**config.mk**
```make
export PLATFORM = sky130hd
export DESIGN_NAME = impact_sram_bist_driver
export DESIGN_NICKNAME = d
export VERILOG_FILES = /design/src/rtl/impact_bist_pkg.sv /design/src/rtl/impact_bist_pattern_gen.sv /design/src/rtl/impact_sram_bist_driver.sv
export SDC_FILE = /design/constraint.sdc
export NUM_CORES = 1
export LEC_CHECK = 0
export CORE_ASPECT_RATIO = 1.4
export CORE_UTILIZATION = 54
export CTS_CLUSTER_SIZE = 25
export DETAILED_ROUTE_END_ITERATION = 16
export GPL_TIMING_DRIVEN = 0
export PLACE_DENSITY = 0.81
export SLEW_MARGIN = 20
export SYNTH_ARGS = -nofsm -noshare
export SYNTH_HDL_FRONTEND = slang
export SYNTH_SLANG_ARGS = --single-unit
```
**constraint.sdc**
```tcl
create_clock -name wb_clk_i -period 2.7 [get_ports wb_clk_i]
set_input_delay 0.405 -clock wb_clk_i [delete_from_list [all_inputs] [get_ports wb_clk_i]]
set_output_delay 0.405 -clock wb_clk_i [all_outputs]
set_load 0.02 [all_outputs]
```
**src/rtl/impact_bist_pkg.sv**
```systemverilog
// Shared types and defaults for the IMPACT SRAM BIST driver.
// FSM state encoding, pattern mode codes, bank-walk helper functions.
package impact_bist_pkg;

   typedef enum logic [3:0] {
      ST_IDLE,
      ST_WR_SETUP,
      ST_WR_STROBE,
      ST_WR_HOLD,
      ST_RD_SETUP,
      ST_RD_STROBE,
      ST_RD_WAIT,
      ST_RD_CMP,
      ST_DONE
   } bist_state_t;

   localparam logic [1:0] PAT_ZEROS = 2'b00;
   localparam logic [1:0] PAT_ONES  = 2'b01;
   localparam logic [1:0] PAT_CHECK = 2'b10;
   localparam logic [1:0] PAT_ADDR  = 2'b11;

   localparam int WORD_BITS_DEF = 10;
   localparam int RD_LAT_DEF    = 2;
   localparam int ERR_W_DEF     = 16;

   // Lowest enabled bank; 0 when the mask is empty.
   function automatic logic [1:0] first_bank(input logic [3:0] mask);
      logic [1:0] r;
      r = 2'd0;
      for (int i = 3; i >= 0; i--) begin
         if (mask[i]) r = 2'(i);
      end
      return r;
   endfunction

   // {found, bank}: lowest enabled bank strictly above cur.
   function automatic logic [2:0] next_bank(input logic [3:0] mask,
                                            input logic [1:0] cur);
      logic [2:0] r;
      r = {1'b0, cur};
      for (int i = 3; i >= 0; i--) begin
         if (i > int'(cur) && mask[i]) r = {1'b1, 2'(i)};
      end
      return r;
   endfunction

endpackage

```
**src/rtl/impact_bist_pattern_gen.sv**
```systemverilog
// Expected data byte for one SRAM location under a given pattern mode.
// Ports: mode, bank, word, byte_idx in; pattern (8 bits) out. Purely combinational.
module impact_bist_pattern_gen
   import impact_bist_pkg::*;
#(
   parameter int WORD_BITS = WORD_BITS_DEF
) (
   input  logic [1:0]           mode,
   input  logic [1:0]           bank,
   input  logic [WORD_BITS-1:0] word,
   input  logic [1:0]           byte_idx,
   output logic [7:0]           pattern
);

   logic [7:0] word8;

   // Low word bits, zero-extended for narrow arrays.
   assign word8 = 8'(word);

   always_comb begin
      pattern = 8'h00;
      unique case (mode)
         PAT_ZEROS: pattern = 8'h00;
         PAT_ONES:  pattern = 8'hFF;
         PAT_CHECK: pattern = (word[0] ^ byte_idx[0]) ? 8'hAA : 8'h55;
         PAT_ADDR:  pattern = word8 ^ {bank, byte_idx, 4'h0};
         default:   pattern = 8'h00;
      endcase
   end

endmodule

```
**src/rtl/impact_sram_bist_driver.sv**
```systemverilog
// Two-pass write/read-compare BIST initiator for the IMPACT SRAM byte-wide pin interface.
// Ports: wb_clk_i/wb_rst_i, start_i/abort_i/pat_mode_i/bank_mask_i control; head pins
// data_in_o, data_out_i, word/bank/byte_sel_o, write_en_o, read_en_o, sram_clk_o;
// status busy_o, done_o, pass_o, err_count_o (saturating).
// Optional IMPACT_BIST_FAILLOG_EN adds fail_valid_o/fail_addr_o/fail_data_o (first mismatch).
module impact_sram_bist_driver
   import impact_bist_pkg::*;
#(
   parameter int WORD_BITS = WORD_BITS_DEF,
   parameter int RD_LAT    = RD_LAT_DEF,
   parameter int ERR_W     = ERR_W_DEF
) (
   input  logic                 wb_clk_i,
   input  logic                 wb_rst_i,
   input  logic                 start_i,
   input  logic                 abort_i,
   input  logic [1:0]           pat_mode_i,
   input  logic [3:0]           bank_mask_i,
   output logic [7:0]           data_in_o,
   input  logic [7:0]           data_out_i,
   output logic [WORD_BITS-1:0] word_sel_o,
   output logic [1:0]           bank_sel_o,
   output logic [1:0]           byte_sel_o,
   output logic                 write_en_o,
   output logic                 read_en_o,
   output logic                 sram_clk_o,
   output logic                 busy_o,
   output logic                 done_o,
   output logic                 pass_o,
   output logic [ERR_W-1:0]     err_count_o
`ifdef IMPACT_BIST_FAILLOG_EN
   ,
   output logic                 fail_valid_o,
   output logic [WORD_BITS+3:0] fail_addr_o,
   output logic [7:0]           fail_data_o
`endif
);

   localparam int CW = $clog2(RD_LAT + 1);
   localparam logic [ERR_W-1:0] ERR_MAX = '1;

   bist_state_t          st;
   logic [1:0]           mode_q;
   logic [3:0]           mask_q;
   logic [CW-1:0]        wait_cnt;

   logic [2:0]           nb;
   logic                 last_byte;
   logic                 last_word;
   logic                 last_addr;
   logic [1:0]           adv_bank;
   logic [WORD_BITS-1:0] adv_word;
   logic [1:0]           adv_byte;

   logic [1:0]           g_mode;
   logic [1:0]           g_bank;
   logic [WORD_BITS-1:0] g_word;
   logic [1:0]           g_byte;
   logic [7:0]           wr_data;
   logic [7:0]           exp_byte;
   logic                 mism;
   logic                 idle_like;

   assign idle_like = (st == ST_IDLE) || (st == ST_DONE);
   assign mism      = (data_out_i != exp_byte);

   // Address walk: byte fastest, then word, then next enabled bank.
   always_comb begin
      nb        = next_bank(mask_q, bank_sel_o);
      last_byte = (byte_sel_o == 2'd3);
      last_word = (word_sel_o == '1);
      last_addr = last_byte && last_word && !nb[2];
      adv_byte  = byte_sel_o + 2'd1;
      adv_word  = word_sel_o;
      adv_bank  = bank_sel_o;
      if (last_byte) begin
         adv_word = word_sel_o + WORD_BITS'(1);
         if (last_word) adv_bank = nb[1:0];
      end
   end

   // Write data is generated for the location about to be set up;
   // from IDLE/DONE that is the first location of the new run.
   always_comb begin
      g_mode = mode_q;
      g_bank = adv_bank;
      g_word = adv_word;
      g_byte = adv_byte;
      if (idle_like) begin
         g_mode = pat_mode_i;
         g_bank = first_bank(bank_mask_i);
         g_word = '0;
         g_byte = 2'd0;
      end
   end

   impact_bist_pattern_gen #(.WORD_BITS(WORD_BITS)) u_wr_pat (
      .mode     (g_mode),
      .bank     (g_bank),
      .word     (g_word),
      .byte_idx (g_byte),
      .pattern  (wr_data)
   );

   impact_bist_pattern_gen #(.WORD_BITS(WORD_BITS)) u_rd_pat (
      .mode     (mode_q),
      .bank     (bank_sel_o),
      .word     (word_sel_o),
      .byte_idx (byte_sel_o),
      .pattern  (exp_byte)
   );

   always_ff @(posedge wb_clk_i or posedge wb_rst_i) begin
      if (wb_rst_i) begin
         st          <= ST_IDLE;
         mode_q      <= 2'b00;
         mask_q      <= 4'h0;
         wait_cnt    <= '0;
         data_in_o   <= 8'h00;
         word_sel_o  <= '0;
         bank_sel_o  <= 2'd0;
         byte_sel_o  <= 2'd0;
         write_en_o  <= 1'b0;
         read_en_o   <= 1'b0;
         sram_clk_o  <= 1'b0;
         busy_o      <= 1'b0;
         done_o      <= 1'b0;
         pass_o      <= 1'b0;
         err_count_o <= '0;
`ifdef IMPACT_BIST_FAILLOG_EN
         fail_valid_o <= 1'b0;
         fail_addr_o  <= '0;
         fail_data_o  <= 8'h00;
`endif
      end else if (abort_i && busy_o) begin
         st         <= ST_IDLE;
         data_in_o  <= 8'h00;
         word_sel_o <= '0;
         bank_sel_o <= 2'd0;
         byte_sel_o <= 2'd0;
         write_en_o <= 1'b0;
         read_en_o  <= 1'b0;
         sram_clk_o <= 1'b0;
         busy_o     <= 1'b0;
      end else begin
         unique case (st)
            ST_IDLE, ST_DONE: begin
               if (start_i) begin
                  mode_q      <= pat_mode_i;
                  mask_q      <= bank_mask_i;
                  err_count_o <= '0;
`ifdef IMPACT_BIST_FAILLOG_EN
                  fail_valid_o <= 1'b0;
                  fail_addr_o  <= '0;
                  fail_data_o  <= 8'h00;
`endif
                  if (bank_mask_i == 4'h0) begin
                     st     <= ST_DONE;
                     done_o <= 1'b1;
                     pass_o <= 1'b1;
                  end else begin
                     st         <= ST_WR_SETUP;
                     done_o     <= 1'b0;
                     pass_o     <= 1'b0;
                     busy_o     <= 1'b1;
                     bank_sel_o <= g_bank;
                     word_sel_o <= '0;
                     byte_sel_o <= 2'd0;
                     data_in_o  <= wr_data;
                  end
               end
            end
            ST_WR_SETUP: begin
               st         <= ST_WR_STROBE;
               write_en_o <= 1'b1;
               sram_clk_o <= 1'b1;
            end
            ST_WR_STROBE: begin
               st         <= ST_WR_HOLD;
               sram_clk_o <= 1'b0;
            end
            ST_WR_HOLD: begin
               write_en_o <= 1'b0;
               if (last_addr) begin
                  st         <= ST_RD_SETUP;
                  bank_sel_o <= first_bank(mask_q);
                  word_sel_o <= '0;
                  byte_sel_o <= 2'd0;
                  data_in_o  <= 8'h00;
               end else begin
                  st         <= ST_WR_SETUP;
                  bank_sel_o <= adv_bank;
                  word_sel_o <= adv_word;
                  byte_sel_o <= adv_byte;
                  data_in_o  <= wr_data;
               end
            end
            ST_RD_SETUP: begin
               st         <= ST_RD_STROBE;
               read_en_o  <= 1'b1;
               sram_clk_o <= 1'b1;
            end
            ST_RD_STROBE: begin
               st         <= ST_RD_WAIT;
               sram_clk_o <= 1'b0;
               wait_cnt   <= '0;
            end
            ST_RD_WAIT: begin
               if (wait_cnt == CW'(RD_LAT - 1)) begin
                  st        <= ST_RD_CMP;
                  read_en_o <= 1'b0;
               end else begin
                  wait_cnt <= wait_cnt + CW'(1);
               end
            end
            ST_RD_CMP: begin
               if (mism && err_count_o != ERR_MAX) begin
                  err_count_o <= err_count_o + ERR_W'(1);
               end
`ifdef IMPACT_BIST_FAILLOG_EN
               if (mism && !fail_valid_o) begin
                  fail_valid_o <= 1'b1;
                  fail_addr_o  <= {bank_sel_o, word_sel_o, byte_sel_o};
                  fail_data_o  <= data_out_i;
               end
`endif
               if (last_addr) begin
                  st         <= ST_DONE;
                  busy_o     <= 1'b0;
                  done_o     <= 1'b1;
                  pass_o     <= (err_count_o == '0) && !mism;
                  bank_sel_o <= 2'd0;
                  word_sel_o <= '0;
                  byte_sel_o <= 2'd0;
                  data_in_o  <= 8'h00;
               end else begin
                  st         <= ST_RD_SETUP;
                  bank_sel_o <= adv_bank;
                  word_sel_o <= adv_word;
                  byte_sel_o <= adv_byte;
               end
            end
            default: st <= ST_IDLE;
         endcase
      end
   end

endmodule
```
; After elaboration in Yosys (flattened, before gate mapping)
; Cells that the tools add are included.
[classes]
n_addsub = 4
order_cmp = 3
eq_ne = 27
muxes = 74
bitwise = 5
n_reduce_logical = 38
[ops]
columns = op, n
row1 = 2-to-1 mux 8 bit, 8
row2 = case mux 8 bit (4 select lines), 2
row3 = 2-to-1 mux 10 bit, 5
row4 = 2-to-1 mux 2 bit, 23
row5 = 2-to-1 mux 16 bit, 2
row6 = case mux 16 bit (2 select lines), 1
row7 = case mux 4 bit (8 select lines), 1
row8 = case mux 8 bit (3 select lines), 1
row9 = 2-to-1 mux 4 bit, 5
row10 = case mux 10 bit (2 select lines), 1
row11 = "adder 16 x 1 -> 16 bit, second input constant", 1
row12 = "== test 4 x 3 -> 1 bit, second input constant", 4
row13 = zero test 16 bit, 1
row14 = "!= test 16 bit, second input constant", 1
row15 = AND reduction 4 bit, 4
row16 = bitwise XOR 8 bit, 2
row17 = nonzero test 3 bit, 5
row18 = 2-to-1 mux 1 bit, 12
row19 = 2-to-1 mux 3 bit, 4
row20 = "!= test 3 bit, second input constant", 4
row21 = case mux 1 bit (2 select lines), 6
row22 = AND reduction 3 bit, 4
row23 = "adder 10 x 1 -> 10 bit, second input constant", 1
row24 = "== test 10 bit, second input constant", 1
row25 = 23 further kinds, 52
[word_totals]
regBits = 56
input_bits = 18

; Depth between registers and ports, before layout
; Gate-level depths: netlist (run 1).
[logic_depth]
depth_word = 14
ltp_mapped = 9
mapped_depth_nobuf = 8

; By module
; A second synthesis (run 1) with hierarchy kept.
[unflattened]
cells_unflattened = 447
area_unflattened_um2 = 3759.9
[modules_own_cells]
columns = mod, instances, cells_each, area_each_um2, seq_area_each_um2
row1 = impact_sram_bist_driver, 1, 395, 3452.1, 1401.3
row2 = impact_bist_pattern_gen, 2, 26, 153.9, 0.0

; Worst setup path before layout (run 1)
; OpenSTA, ideal clock, no wires.
[synth_timing]
path_type = register to register
start = register word_sel_o[1]
end = register word_sel_o[4]
setup_ps = 138
arrival_time_ps = 2221
setup_slack_ps = 341
stages_incl_launch_ff = 10
period_less_slack_ps = 2359
cell_sequence = dfrtp_1 -> ha_1 -> nand4_1 -> nor3_1 -> o221ai_1 -> nand3_1 -> buf_2 -> nor2_1 -> o21ai_0 -> o31ai_1
[synth_via]
elab_chain_cells = 6
elab_cells_between_ends = 8
classes_between = add/sub (1) / eq/ne (1) / mux (4) / reduce/logical (2)
[synth_lines]
columns = item, line_no
row1 = "start, declared", impact_sram_bist_driver.sv:21  ; output logic [WORD_BITS-1:0] word_sel_o,
row2 = "start signal, assigned", impact_sram_bist_driver.sv:193  ; word_sel_o <= adv_word;
row3 = "start signal, assigned", impact_sram_bist_driver.sv:239  ; word_sel_o <= adv_word;
row4 = branches (longest 3 deep; another with adder 10 x 1 -> 10 bit), --
row5 = 2-to-1 mux 10 bit *, "impact_sram_bist_driver.sv:184, impact_sram_bist_driver.sv:227"
row6 = case mux 10 bit (2 select lines) *, impact_sram_bist_driver.sv:146  ; unique case (st)
row7 = 2-to-1 mux 10 bit *, impact_sram_bist_driver.sv:135  ; end else if (abort_i && busy_o) begin
; Every way passes the cells marked *.
; A chain may end at the register's enable or synchronous reset.

; Worst setup path in the final report (run 1)
[layout_timing]
start = input bank_mask_i[2]
end = register word_sel_o[2]
[layout_via]
elab_chain_cells = 3
[layout_lines]
columns = item, line_no
row1 = "start, declared", impact_sram_bist_driver.sv:18  ; input logic [3:0] bank_mask_i,
row2 = zero test 4 bit, impact_sram_bist_driver.sv:157  ; if (bank_mask_i == 4'h0) begin
row3 = != test 3 bit (no line), --
row4 = AND reduction 3 bit (no line), --
; No other way between the ends.

==> out/qor.yml, run 1 <==
status:
  status: "finished clean"
critical_path:
  cp_data_arrival_time_ps: 2760
  critPathCaptureType: "flip-flop"
  crit_start: "bank_mask_i[2]"
  r2r_cells: 9
  path_max_fanout: 10
  r2r_end: "data_in_o[7]$_DFFE_PP0P_"
  cp_data_required_time_ps: 2920
  path_class: "in -> reg"
  r2r_start: "byte_sel_o[1]$_DFFE_PP0P_"
  ff2ff_setup_slack_ps: 170
  cp-start-kind: "input port"
global_route:
  overflow: 0
  track_usage_pct: 28.5
  gr-max-usage-layer: "met2"
  use_met3_pct: 3.48
  grt_pass1_wl_um: 16500
  grt_pass1_vias: 3589
  met2_usage_pct: 49.0
  grt_max_degree: 57
  grt_util_met1_pct: 35.7
  grt_antenna_before_repair: 0
sta:
  finalSetupTns_ps: 0
  final.setup.worst_slack_ps: 160
  slew_viol_final: 0
  setup_viol: 0
  clock_skew_ps: 6.79
  hold_violations: 0
  fin_crit_ps: 2540
  fin_crit_sh_pct: 94.1
  max_freq_mhz: 394
  tightest_slew_ps: 958
  slew_headroom_pct: 35.7
synthesis:
  synth-edff-count: 0
  synth_ff_type: "dfrtp_1"
  synth.distinct_cells: 75
  ys_ff_latch: 56
  synth.area.top_cells: "dfrtp_1 37%, nand2_1 5.6%, a21oi_1 3.7%"
  ys.warnings.count: 0
  seq_area_frac_synth_pct: 36.9
  synth_area_per_cell_um2: 8.50
  ys_async_sr_fraction_pct: 100
  yosysTopAreaCell: "dfrtp_1"
  syn-cell-area_um2: 3800
  netlist.area_leader.share_pct: 36.9
  synthCells: 447
  synth_nets: 470
routing:
  routed_wl_um: 10200
  via_count: 3778
  ant_nets: 0
  drt_pass1_iterations: 5
  routedWlPerCell_um: 16.8
  viasPerCell: 6.21
  route.detailed.drc: 0
  drt-initial-drc-count: 294
clocking:
  insertion_delay_ps: 310
  cts_root_buf: "clkbuf_8"
  cts_buffers: 5
  cts_tree: "done"
  htreeDepth: 2
  cts_sinks: 56
  clk_path_buf_depth: 2
  clkTransAtPathRegs_ps: 110
  post-cts-setup-buffers: 0
placement:
  hpwl_um: 7350
  postPlaceCellArea_um2: 4530
  place.gp.congestion: 0.909
  portBuffers: 61
  place_ws_ps: -102
  placedCellCount: 600
layout:
  final_cells: 608
  postLayoutCellArea_um2: 4670
  drive_above_1_share_pct: 9.11
  final_common_cell: "clkdlybuf4s50_1"
  multiInputGateArea_um2: 2250
  antenna_cells: 0
  nets: 538
  syn2layout_area_growth_pct: 22.9
  final_cell_mix: "61 x clkdlybuf4s50_1, 57 x nand2_1, 54 x dfrtp_1"
  n_fill_cell: 568
  ff_latch_area_um2: 1400
power_and_ir_drop:
  cellLeakagePower_nw: 1.93
  irDropWorstVdd_uv: 561
  power.density_nw_per_um2: 850
  p_total_mw: 3.97
floorplan:
  core_area_um2: 6700
  die_area_um2: 7380
  initial_core_util_pct: 56.7
  num_rows: 35
  die_x_um: 72.9
  die_h_um: 101
  ios: 62
min_path:
  hold_class: "reg -> reg"
  whs_endpoint: "mask_q[0]$_DFFE_PP0P_"
  min_path_cells: 2
  min_from: "mask_q[0]$_DFFE_PP0P_"
run:
  maxCapViolCount: 0
==> cells in the mapped netlist, types with 9 or more instances <==
master    count
nand2_1      57
dfrtp_1      56
nor2_1       30
a21oi_1      28
o21ai_0      26
inv_1        16
nor3_1       16
xnor2_1      13
nand3_1      12
o21ai_1      12
clkbuf_1     11
nand4_1      10
or3_1        10
and3_1        9
buf_2         9
==> layout make-up <==
class | count | area share (%)
multi-input cells | 349 | 48.2
flip-flops and latches | 56 | 30.0
repair buffers | 61 | 13.1
plain buffers | 26 | 2.81
well taps | 92 | 2.46
clock buffers | 6 | 1.77
inverters | 16 | 1.34
clock inverters | 2 | 0.295
==> sequential cells by signal (all words and copies together) (netlist names), 2 cells and up <==
register,count
mask_q,4
err_count_o,16
st,4
word_sel_o,10
data_in_o,8
wait_cnt,2
mode_q,2
bank_sel_o,2
byte_sel_o,2
==> worst max-delay path, cell delays in order <==
cell	delay [ps]
clkdlybuf4s50_1	450
or4_1	620
nand2_1	180
o2bb2ai_1	150
and2_1	260
clkbuf_1	420
o21ai_0	170
o31ai_1	100
==> report_power, final <==
part / internal, mW / total (mW) / leakage (nW) / switching [mW]
Sequential: 1.02 / 1.18 / 0.744 / 0.160
Clock: 0.211 / 0.506 / 0.0516 / 0.295
Combinational: 0.896 / 2.28 / 1.14 / 1.39
Total: 2.13 / 3.97 / 1.93 / 1.84
==> how the worst max path moves through the flow <==
stage,end,cells past startpoint
global route,err_count_o[0]$_DFFE_PP0P_,9
finish,word_sel_o[2]$_DFFE_PP0P_,8
CTS,word_sel_o[2]$_DFFE_PP0P_,9
global placement,mask_q[1]$_DFFE_PP0P_,2
detailed placement,word_sel_o[2]$_DFFE_PP0P_,8
floorplan,word_sel_o[4]$_DFFE_PP0P_,9
==> kinds of logic (layout without fill, tap and decap cells) <==
kind of cell    Yosys count  count (layout)  synth area share (%)
flops                    56              56                  36.9
fa+ha+maj                 5               5                  1.65
buf+inv                  42             111                  5.04
simple gates            184             184                  25.0
compound gates          136             136                  25.2
xor+xnor                 22              22                  5.76
mux                       2               2                 0.527
==> layer usage <==
metal | vias up | part of all wire (%)
met5 | - | 0
met4 | 0 | 3.0
met3 | 22 | 4.6
met2 | 147 | 50
met1 | 1829 | 42
li1 | 1780 | -
==> repair_timing <==
item / CTS / global route
hold buffers: 0 / 0
pin swaps: 0 / 0
gates resized for setup: 1 / 7
endpoints found under the setup margin: 2 / 20
==> metrics by stage <==
| stage | hold WS [ps] | utilization (%) |
|---|---|---|
| 2_1_floorplan | 437 | - |
| 3_3_place_gp | 452 | 67.6 |
| 3_5_place_dp | 454 | 67.6 |
| 4_1_cts | 480 | 69.1 |
| 5_1_grt | 518 | 69.7 |
| 6_report | 479 | 69.7 |
(Power assumes the default switching activity.)
==> run 2: changes to the inputs <==
--- a/config.mk
+++ b/config.mk
@@ -5,8 +5,9 @@
 export SDC_FILE = /design/constraint.sdc
 export NUM_CORES = 1
 export LEC_CHECK = 0
+export ABC_AREA = 1
 export CORE_ASPECT_RATIO = 1.4
-export CORE_UTILIZATION = 54
+export CORE_UTILIZATION = 55
 export CTS_CLUSTER_SIZE = 25
 export DETAILED_ROUTE_END_ITERATION = 16
 export GPL_TIMING_DRIVEN = 0
==> run 2 against run 1 <==
Compared with the run above:
- first-iteration DRC count is 44% lower
- flip-flop and latch count is the same
- routed wire length up 1.7%
- sequential power about the same
- sequential share of layout area decreased by 0.85 points
- combinational power grew 6%
- largest cell class unchanged
- global-route usage is 0.80 points higher
- die area rose by 2.6%
- hold slack improved by 23 ps
- via count is 9.2% higher
- highest routed layer unchanged
- critical path depth grew 3
- core utilization down 0.98 points
==> out/qor.yml, run 2 <==
sta:
  fin_crit_ps: 2110  # -432 ps
  tightest_slew_ps: 700  # -257 ps
  slew_viol_final: 0  # unchanged
  clock_skew_ps: 18.5  # +11.7 ps
  max_freq_mhz: 474  # +21%
  hold_violations: 0  # unchanged
  rsz0062_at_grt: "no"
  setup_viol: 0  # unchanged
  slew_headroom_pct: 53.3  # +18 points
  fin_crit_sh_pct: 78.1  # -16 points
  final.setup.worst_slack_ps: 592  # +432 ps
global_route:
  gr-max-usage-layer: "met2"
  met2_usage_pct: 54.0  # +5.0 points
  grt_max_degree: 57  # unchanged
  track_usage_pct: 29.3  # +0.80 points
  use_met3_pct: 4.20  # +0.72 points
  grt_pass1_wl_um: 17100  # +3.7%
  grt_pass1_vias: 3951  # +10%
  grt_util_met1_pct: 33.1  # -2.6 points
  grt_antenna_before_repair: 0  # unchanged
  overflow: 0  # unchanged
routing:
  ant_nets: 0  # unchanged
  drt_pass1_iterations: 5  # unchanged
  drt-initial-drc-count: 166  # -44%
  routed_wl_um: 10400  # +1.7%
  routedWlPerCell_um: 13.7  # -19%
  route.detailed.drc: 0  # unchanged
  via_count: 4125  # +9.2%
  viasPerCell: 5.43  # -13%
floorplan:
  num_rows: 36  # +2.9%
  die_h_um: 103  # +1.3%
  ios: 62  # unchanged
  die_x_um: 73.9  # +1.3%
  die_area_um2: 7580  # +2.6%
  initial_core_util_pct: 56.9  # +0.20 points
  core_area_um2: 6980  # +4.2%
synthesis:
  synth_nets: 618  # +31%
  synth_simple_gate_area_share_pct: 41.7  # +17 points
  synth-edff-count: 0  # unchanged
  synth_area_per_cell_um2: 6.68  # -21%
  seq_area_frac_synth_pct: 35.3  # -1.6 points
  synth-xor-area-share_pct: 3.31  # -2.5 points
  synthAdderAreaFrac_pct: 1.57  # -0.072 points
  ys_ff_latch: 56  # unchanged
  ys.warnings.count: 0  # unchanged
  synth_top_family_by_area: "simple AND/OR/NAND/NOR gates"
  yosysTopAreaCell: "dfrtp_1"
  synth.area.top_cells: "dfrtp_1 35%, nand2_1 17%, inv_1 7.2%"
  synth_mux_area_share_pct: 0  # -0.53 points
  synth.most_common_cell: "nand2_1"
  ys_top_cells_by_count: "182 x nand2_1, 76 x inv_1, 56 x dfrtp_1, 56 x nor2_1, 50 x nand3_1"
  syn-cell-area_um2: 3980  # +4.6%
  synthCells: 595  # +33%
  netlist.area_leader.share_pct: 35.3  # -1.6 points
  synth.distinct_cells: 36  # -52%
  ys_async_sr_fraction_pct: 100  # unchanged
  synth_ff_type: "dfrtp_1"
  synth_compound_area_share_pct: 8.50  # -17 points
layout:
  reg_top3: "err_count_o x16, word_sel_o x10, data_in_o x8"
  final_cells: 759  # +25%
  postLayoutCellArea_um2: 4800  # +2.7%
  nets: 686  # +28%
  regMostFlops: "err_count_o"
  drive_above_1_share_pct: 7.83  # -1.3 points
  antenna_cells: 0  # unchanged
  final_cell_mix: "182 x nand2_1, 75 x inv_1, 61 x clkdlybuf4s50_1"
  final_common_cell: "nand2_1"
  syn2layout_area_growth_pct: 20.8
  largest_reg_flops: 16  # unchanged
critical_path:
  cp_data_required_time_ps: 2980  # +60 ps
  path_max_fanout: 8  # -2
  path_class: "reg -> reg"
  cp_data_arrival_time_ps: 2390  # -370 ps
  r2r_cells: 11  # +2
  critPathCaptureType: "flip-flop"
  cp-start-kind: "flip-flop"
clocking:
  htreeDepth: 2  # unchanged
  cts_tree: "done"
  cts_hold_buffers: 0  # unchanged
  clkTransAtPathRegs_ps: 120  # about the same
  cts_buffers: 5  # unchanged
  post_cts_resized: 0  # -1
  insertion_delay_ps: 330  # +20 ps
  clk_path_buf_depth: 2  # unchanged
  post-cts-setup-buffers: 0  # unchanged
  cts_root_buf: "clkbuf_8"
  cts_sinks: 56  # unchanged
placement:
  hpwl_um: 7800  # +6.2%
  postPlaceCellArea_um2: 4710  # +3.9%
  place_ws_ps: 345  # +447 ps
  place.gp.congestion: 0.958  # +5.4%
  placedCellCount: 751  # +25%
  portBuffers: 61  # unchanged
power_and_ir_drop:
  power.density_nw_per_um2: 855  # +0.67%
  irDropWorstVdd_uv: 556  # -0.79%
  p_total_mw: 4.11  # +3.4%
  cellLeakagePower_nw: 2.29  # +18%
run:
  maxCapViolCount: 0  # unchanged
min_path:
  hold_class: "reg -> reg"
  min_path_cells: 2  # unchanged
status:
  status: "finished clean"
## run 2: critical path: stages (launching register included)
cell and delay [ps]:
dfrtp_1 490, ha_1 230, inv_1 60, nor2_1 150
nand4_1 160, nor2_2 270, nand2_1 110, nor2_1 200
nand2_1 120, nand3_1 100, nand3_1 80, nand2_1 80
## run 2: per-stage QoR
step	utilization [%]	TNS (ps)	hold slack, ps
after floorplan	-	0	482
after global placement	67.4	-7730	469
after detailed placement	67.4	0	476
after CTS	68.8	0	505
after global routing	68.8	0	512
final	68.8	0	502
## run 2: layout make-up
type                    count  area, um^2
multi-input cells         446        2190
fillers                   621        2180
flip-flops and latches     56        1400
repair buffers             61         611
inverters                  81         308
well taps                  95         119
clock buffers               7        86.3
plain buffers              12        77.6
clock inverters             1        7.51
## run 2: routing by layer
metal  share of wire, %  routed length, um  up-vias
met5                  0                  0        -
met2                 52               5420      134
li1                   -                  -     2052
met3                4.3                448       27
met1                 41               4210     1912
met4                2.7                284        0
## run 2: kinds of logic after synthesis
logic type | count (synthesis)
AO/OA/AOI/OAI | 63
XOR/XNOR | 15
adder cells (fa/ha/maj) | 5
buffers and inverters | 93
flip-flops | 56
AND/OR/NAND/NOR | 363
## run 2: worst paths after layout
check / slack (ps) / to / from
worst max-delay path: 590 / bank_sel_o[0]$_DFFE_PP0P_ / word_sel_o[0]$_DFFE_PP0P_
worst min-delay path: 500 / data_in_o[0]$_DFFE_PP0P_ / data_in_o[0]$_DFFE_PP0P_
min in group asynchronous: 540 / word_sel_o[1]$_DFFE_PP0P_ / wb_rst_i
worst max register to register: 590 / bank_sel_o[0]$_DFFE_PP0P_ / word_sel_o[0]$_DFFE_PP0P_
max in group asynchronous: 1700 / pass_o$_DFFE_PP0P_ / wb_rst_i
worst min register to register: 500 / data_in_o[0]$_DFFE_PP0P_ / data_in_o[0]$_DFFE_PP0P_
## run 2: where the power goes
part           leakage [nW]  internal (mW)  switching [mW]  total [mW]
clock                0.0445          0.210           0.298       0.508
sequential            0.746           1.03           0.153        1.18
combinational          1.50          0.847            1.57        2.42
total                  2.29           2.08            2.02        4.11
